==> config.mk <==
export PLATFORM = sky130hd
export DESIGN_NAME = mem_stage
export DESIGN_NICKNAME = d
export VERILOG_FILES = /design/src/rtl/mem_stage_pkg.sv /design/src/rtl/mem_stage_reg.sv /design/src/rtl/mem_stage.sv
export SDC_FILE = /design/constraint.sdc
export NUM_CORES = 1
export LEC_CHECK = 0
export BUFFER_PORTS_ARGS = -buffer_cell sky130_fd_sc_hd__buf_4
export CORE_ASPECT_RATIO = 0.75
export CORE_MARGIN = 8
export CORE_UTILIZATION = 43
export CTS_BUF_LIST = sky130_fd_sc_hd__clkbuf_8
export CTS_CLUSTER_SIZE = 12
export DETAILED_ROUTE_END_ITERATION = 12
export GPL_ROUTABILITY_DRIVEN = 0
export HOLD_SLACK_MARGIN = 0.03
export PLACE_DENSITY = 0.83
export SETUP_SLACK_MARGIN = 0.2
export SYNTH_ARGS = -nofsm -noshare
export SYNTH_HDL_FRONTEND = slang
export SYNTH_SLANG_ARGS = --single-unit
==> constraint.sdc <==
create_clock -name clk -period 1.6 [get_ports clk]
set_input_delay 0.16 -clock clk [delete_from_list [all_inputs] [get_ports clk]]
set_output_delay 0.16 -clock clk [all_outputs]
set_load 0.005 [all_outputs]
==> src/rtl/mem_stage_pkg.sv <==
// mem_stage shared types and widths.
// FSM encoding, datapath widths, timeout counter sizing.
package mem_stage_pkg;

  localparam int DATA_W = 32;
  localparam int REG_W  = 5;

  typedef enum logic [1:0] {
    IDLE   = 2'd0,
    ACCESS = 2'd1,
    DONE   = 2'd2
  } memState_t;

  function automatic int ctrWidth(input int cycles);
    return $clog2(cycles + 1);
  endfunction

endpackage

==> src/rtl/mem_stage_reg.sv <==
// MEM/WB pipeline register.
// Loads on ld; clr loads a bubble and wins over the data path.
module MEM_Register
  import mem_stage_pkg::*;
(
  input  logic              clk,
  input  logic              rst,
  input  logic              ld,
  input  logic              clr,
  input  logic              nxtRegWrite,
  input  logic [DATA_W-1:0] nxtData,
  input  logic [REG_W-1:0]  nxtAddr,
  output logic              regWrite,
  output logic [DATA_W-1:0] wData,
  output logic [REG_W-1:0]  wAddr
);

  // pipeline register with bubble insert
  always_ff @(posedge clk or negedge rst) begin
    if (!rst) begin
      regWrite <= 1'b0;
      wData    <= '0;
      wAddr    <= '0;
    end else if (ld) begin
      if (clr) begin
        regWrite <= 1'b0;
        wData    <= '0;
        wAddr    <= '0;
      end else begin
        regWrite <= nxtRegWrite;
        wData    <= nxtData;
        wAddr    <= nxtAddr;
      end
    end
  end

endmodule

==> src/rtl/mem_stage.sv <==
// MIPS memory stage: branch resolve, req/ack data port, MEM/WB reg.
// Optional ACCESS timeout enabled by defining MEM_TIMEOUT_EN.
module mem_stage
  import mem_stage_pkg::*;
#(
  parameter int TIMEOUT_CYCLES = 255
) (
  input  logic              clk,
  input  logic              rst,
  input  logic              En,
  input  logic              Clr,
  input  logic [DATA_W-1:0] JumpAddr_i,
  input  logic [DATA_W-1:0] Result_i,
  input  logic              Zero_i,
  input  logic [DATA_W-1:0] rData2_i,
  input  logic [REG_W-1:0]  wAddr_i,
  input  logic              Branch,
  input  logic              MemRead,
  input  logic              MemWrite,
  input  logic              RegWrite_i,
  input  logic              MemToReg,
  output logic [DATA_W-1:0] DAddr,
  output logic [DATA_W-1:0] DWData,
  output logic              DReq,
  output logic              DWe,
  input  logic [DATA_W-1:0] DRData,
  input  logic              DAck,
  output logic              PCSrc,
  output logic [DATA_W-1:0] BranchAddr,
  output logic              Stall,
  output logic              RegWrite,
  output logic [DATA_W-1:0] wData,
  output logic [REG_W-1:0]  wAddr,
  output logic              MemErr
);

  memState_t state, stateNext;
  logic pending;
  logic toHit;
  logic [DATA_W-1:0] rData;

  assign pending    = MemRead | MemWrite;
  assign DAddr      = Result_i;
  assign DWData     = rData2_i;
  assign PCSrc      = Branch & Zero_i;
  assign BranchAddr = JumpAddr_i;
  assign Stall      = ((state == IDLE) & pending)
                    | (state == ACCESS);

`ifdef MEM_TIMEOUT_EN
  localparam int CW = ctrWidth(TIMEOUT_CYCLES);
  logic [CW-1:0] cnt;
  logic memErrQ;

  assign toHit = (state == ACCESS) & ~DAck
               & (cnt == CW'(TIMEOUT_CYCLES - 1));
  assign MemErr = memErrQ;

  // ACCESS cycle counter and sticky timeout flag
  always_ff @(posedge clk or negedge rst) begin
    if (!rst) begin
      cnt     <= '0;
      memErrQ <= 1'b0;
    end else begin
      cnt     <= (state == ACCESS) ? cnt + CW'(1) : '0;
      memErrQ <= memErrQ | toHit;
    end
  end
`else
  logic unusedTimeout;
  assign unusedTimeout = (TIMEOUT_CYCLES != 0);
  assign toHit  = 1'b0;
  assign MemErr = 1'b0;
`endif

  // state register
  always_ff @(posedge clk or negedge rst) begin
    if (!rst) state <= IDLE;
    else      state <= stateNext;
  end

  // next-state logic
  always_comb begin
    stateNext = state;
    unique case (state)
      IDLE:    if (pending) stateNext = ACCESS;
      ACCESS:  if (DAck | toHit) stateNext = DONE;
      DONE:    if (En) stateNext = IDLE;
      default: stateNext = IDLE;
    endcase
  end

  // request strobes and read-data latch
  always_ff @(posedge clk or negedge rst) begin
    if (!rst) begin
      DReq  <= 1'b0;
      DWe   <= 1'b0;
      rData <= '0;
    end else if ((state == IDLE) & pending) begin
      DReq <= 1'b1;
      DWe  <= MemWrite;
    end else if ((state == ACCESS) & (DAck | toHit)) begin
      DReq  <= 1'b0;
      DWe   <= 1'b0;
      rData <= DAck ? DRData : '0;
    end
  end

  MEM_Register u_memReg (
    .clk         (clk),
    .rst         (rst),
    .ld          (En & ~Stall),
    .clr         (Clr),
    .nxtRegWrite (RegWrite_i),
    .nxtData     (MemToReg ? rData : Result_i),
    .nxtAddr     (wAddr_i),
    .regWrite    (RegWrite),
    .wData       (wData),
    .wAddr       (wAddr)
  );

endmodule
==> summary.md <==
| Metric | Value |
|---|---|
| Clock Path Buffers | 2 |
| Clock buffer count from CTS | 9 |
| Post-synthesis xor/xnor area fraction | 0 |
| Hold depth | 2 |
| Max-slew violations | 0 |
| Synth-to-Final Area Change | 25.6% |
| Commonest cells after routing, fill and taps aside | buf_4, dfrtp_1, mux2_2 |
| Clock Pin Slew Worst Setup and Hold Paths | 0.08 ns |
| Critical path peak fanout | 25 |
| Flop-to-flop setup slack | 0.20 ns |
| Seq/Total Area, Yosys | 0.448 |
| Num rows | 31 |
| Synth Area in Compound Gates | 0.0139 |
| Total GRT Usage | 0.157 |
| Core Box Area | about 0.0095 sq mm |
| CTS tree | built |
| Drt total wl | slightly above 10000 microns |
| CP Launch Type | flop |
| Setup ws final | approximately 0.20 ns |
| Grt total ovfl | 0 |
| Worst-Skew Late Latency | about 0.34 ns |
| Synth cell types | 22 |
| Antenna diode count | 0 |
| Buffers added on ports | between 150 and 200 |
| LEAKAGE | around 2.6 nW |
| DR WL/cell | 18.1 microns |
| Setup crit end kind | flop |
| Synth Register Bits | 74 |
| Synth Net Count | 489 |
| Main combinational cell family by area after synthesis | multiplexers |
| Synth warnings | 0 |
| Unrepaired setup endpoints after global routing | yes |
| Arrival time worst endpoint | approximately 1.6 ns |
| # setup viols final | 0 |
| Mapped cell area | 0.00413 sq mm |
| Commonest non-fill, non-tap cell in the layout | buf_4 |
| Die X-Extent | ~130 microns |
| Largest net degree at the start of global routing | 43 |
| Initial antenna violation count | 0 |
| Worst Hold End | rData[19]$_DFFE_PN0P_ |
| Vias | roughly 2700 |
| HPWL Detailed | between 7000 and 8000 microns |
| Clk sinks | 74 |
| Synth Instances | approximately 350 |
| I/O pin count | between 200 and 300 |
| Power Dens Cells | roughly 1500 mW/mm^2 |
| Initial DRT Pass Iterations | 4 |
| Reg2reg path depth | 4 |
| Vias per Instance | ~4.8 |
| Die ar. | about 0.013 sq mm |
| Leading area contributor after synthesis | dfrtp_1 |
| Vias in the first global route | slightly above 3000 |
| Reg2Reg Capture Point | u_memReg.wData[26]$_DFFE_PN0P_ |
| Synth Area in Simple Gates | 0.0475 |
| Proportion of layout cells with a drive suffix above 1 | 0.577 |
| MaxCap Viol Count | 0 |
| F_max | around 0.71 GHz |
| H-tree Lvls | 3 |
| Status | completed |
| Largest cells by area after synthesis | dfrtp_1, buf_4, mux2_2 |
| Worst Hold Class | in2reg |
| Synth Area in Adders | 0 |
| Kind of critical path | reg2reg |
| Post-synthesis mux area share | 0.286 |
| Hold Vio Cnt, Final | 0 |
| Min cycle time layout | 1.40 ns |
| Reg2reg start | state[0]$_DFFE_PN0P_ |
| Crit share post-route | 0.874 |
| Critical Path RT | roughly 1.8 ns |
| Clock Skews | 0.00752 ns |
| Max VDD drop | approximately 0.7 mV |
| Global-route wire length before repair | about 16000 microns |
| Dpl ws | approximately 0.11 ns |
| Nets | approximately 570 |
| Initial Util | 0.435 |
| Sum of negative setup slack | 0 ns |
| Die Y | about 100 microns |
| Synthesized area per cell | 12.0 sq um |
| Routed Antenna Nets | 0 |
| Total chip power | between 7 and 8 mW |
| Top-area cell type share of the netlist area | 0.448 |
| DRC | 0 |
| Root Buffer | clkbuf_8 |
| Hold_sp | DRData[19] |
| Iteration-0 DRC Markers | 73 |
## state kept, by name, summed over array words and instances, names as in the netlist
| register | cells |
|---|---|
| rData | 32 |
| u_memReg.wData | 32 |
| u_memReg.wAddr | 5 |
| state | 2 |
| DReq | 1 |
| DWe | 1 |
| u_memReg.regWrite | 1 |
## synthesized netlist by cell type
cell / number
mux2i_1: 32
o21ai_0: 1
inv_1: 3
mux2_4: 20
conb_1: 1
clkbuf_1: 5
nor2b_1: 6
o31ai_1: 1
mux2_2: 50
o22ai_1: 1
nor2_1: 35
o21ai_2: 1
nand3_1: 1
nor3_4: 1
buf_2: 7
a2bb2oi_1: 2
and2_1: 1
buf_4: 97
buf_6: 4
a211oi_1: 1
dfrtp_1: 74
a21oi_1: 1
## layer usage
layer  track usage  wire length (microns)  share of wire
met1         0.152                   3650           0.36
met2         0.279                   5340           0.52
met3        0.0814                   1030           0.10
met4        0.0603                    199          0.019
met5             0                      0              0
## layout make-up
cell class                      count  area, sq um
Sequential cell                    74         1850
Multi-Input combinational cell    155         1450
Tap cell                          132          165
Timing Repair Buffer              185         1510
Clock buffer                       10          138
Inverter                            3         11.3
Fill cell                         827         4310
Clock inverter                      6         57.6
## where the power goes
group          leakage (nW)  switching, mW  internal (mW)
logic                  1.63           1.06           1.95
registers             0.913          0.522           2.73
clock network         0.107          0.670          0.752
## kinds of logic after synthesis
kind of cell,Yosys count
AO/OA/AOI/OAI,8
buffers and inverters,116
flip-flops,74
multiplexers,102
other,1
AND/OR/NAND/NOR,44
## critical path, stage by stage (launching register included)
cell and delay [ns]:
dfrtp_2 0.44, nor3_4 0.07, o21ai_4 0.17, buf_12 0.24
mux2_2 0.36
## stage by stage
stage                     utilization  hold slack (ns)  instance area, sq um  std cells
after floorplan                     -           -0.136                  4130        345
after global placement          0.497            0.129                  4730        523
after detailed placement        0.497            0.134                  4730        523
after CTS                       0.542           0.0310                  5150        561
after global routing            0.546           0.0323                  5190        565
final                           0.546           0.0557                  5190        565
## worst max path at each step
stage | start | endpoint | slack (ns) | cells past startpoint
after detailed placement | state[0]$_DFFE_PN0P_ | u_memReg.wData[15]$_DFFE_PN0P_ | 0.11 | 4
after floorplan | state[0]$_DFFE_PN0P_ | u_memReg.regWrite$_DFFE_PN0P_ | 0.21 | 6
after CTS | state[0]$_DFFE_PN0P_ | Stall | 0.18 | 3
after global routing | state[0]$_DFFE_PN0P_ | Stall | 0.13 | 3
final | state[0]$_DFFE_PN0P_ | u_memReg.wData[26]$_DFFE_PN0P_ | 0.20 | 4
after global placement | state[0]$_DFFE_PN0P_ | u_memReg.wData[17]$_DFFE_PN0P_ | 0.17 | 4
## what timing repair did
| item | 4_1_cts | 5_1_grt |
|---|---|---|
| buffers inserted | 0 | 1 |
| hold endpoints to repair | 53 | 3 |
| resized for setup | 3 | 1 |
| endpoints found under the setup margin | 54 | 44 |
| hold buffers | 22 | 3 |
Power figures use the tool's default switching activity.
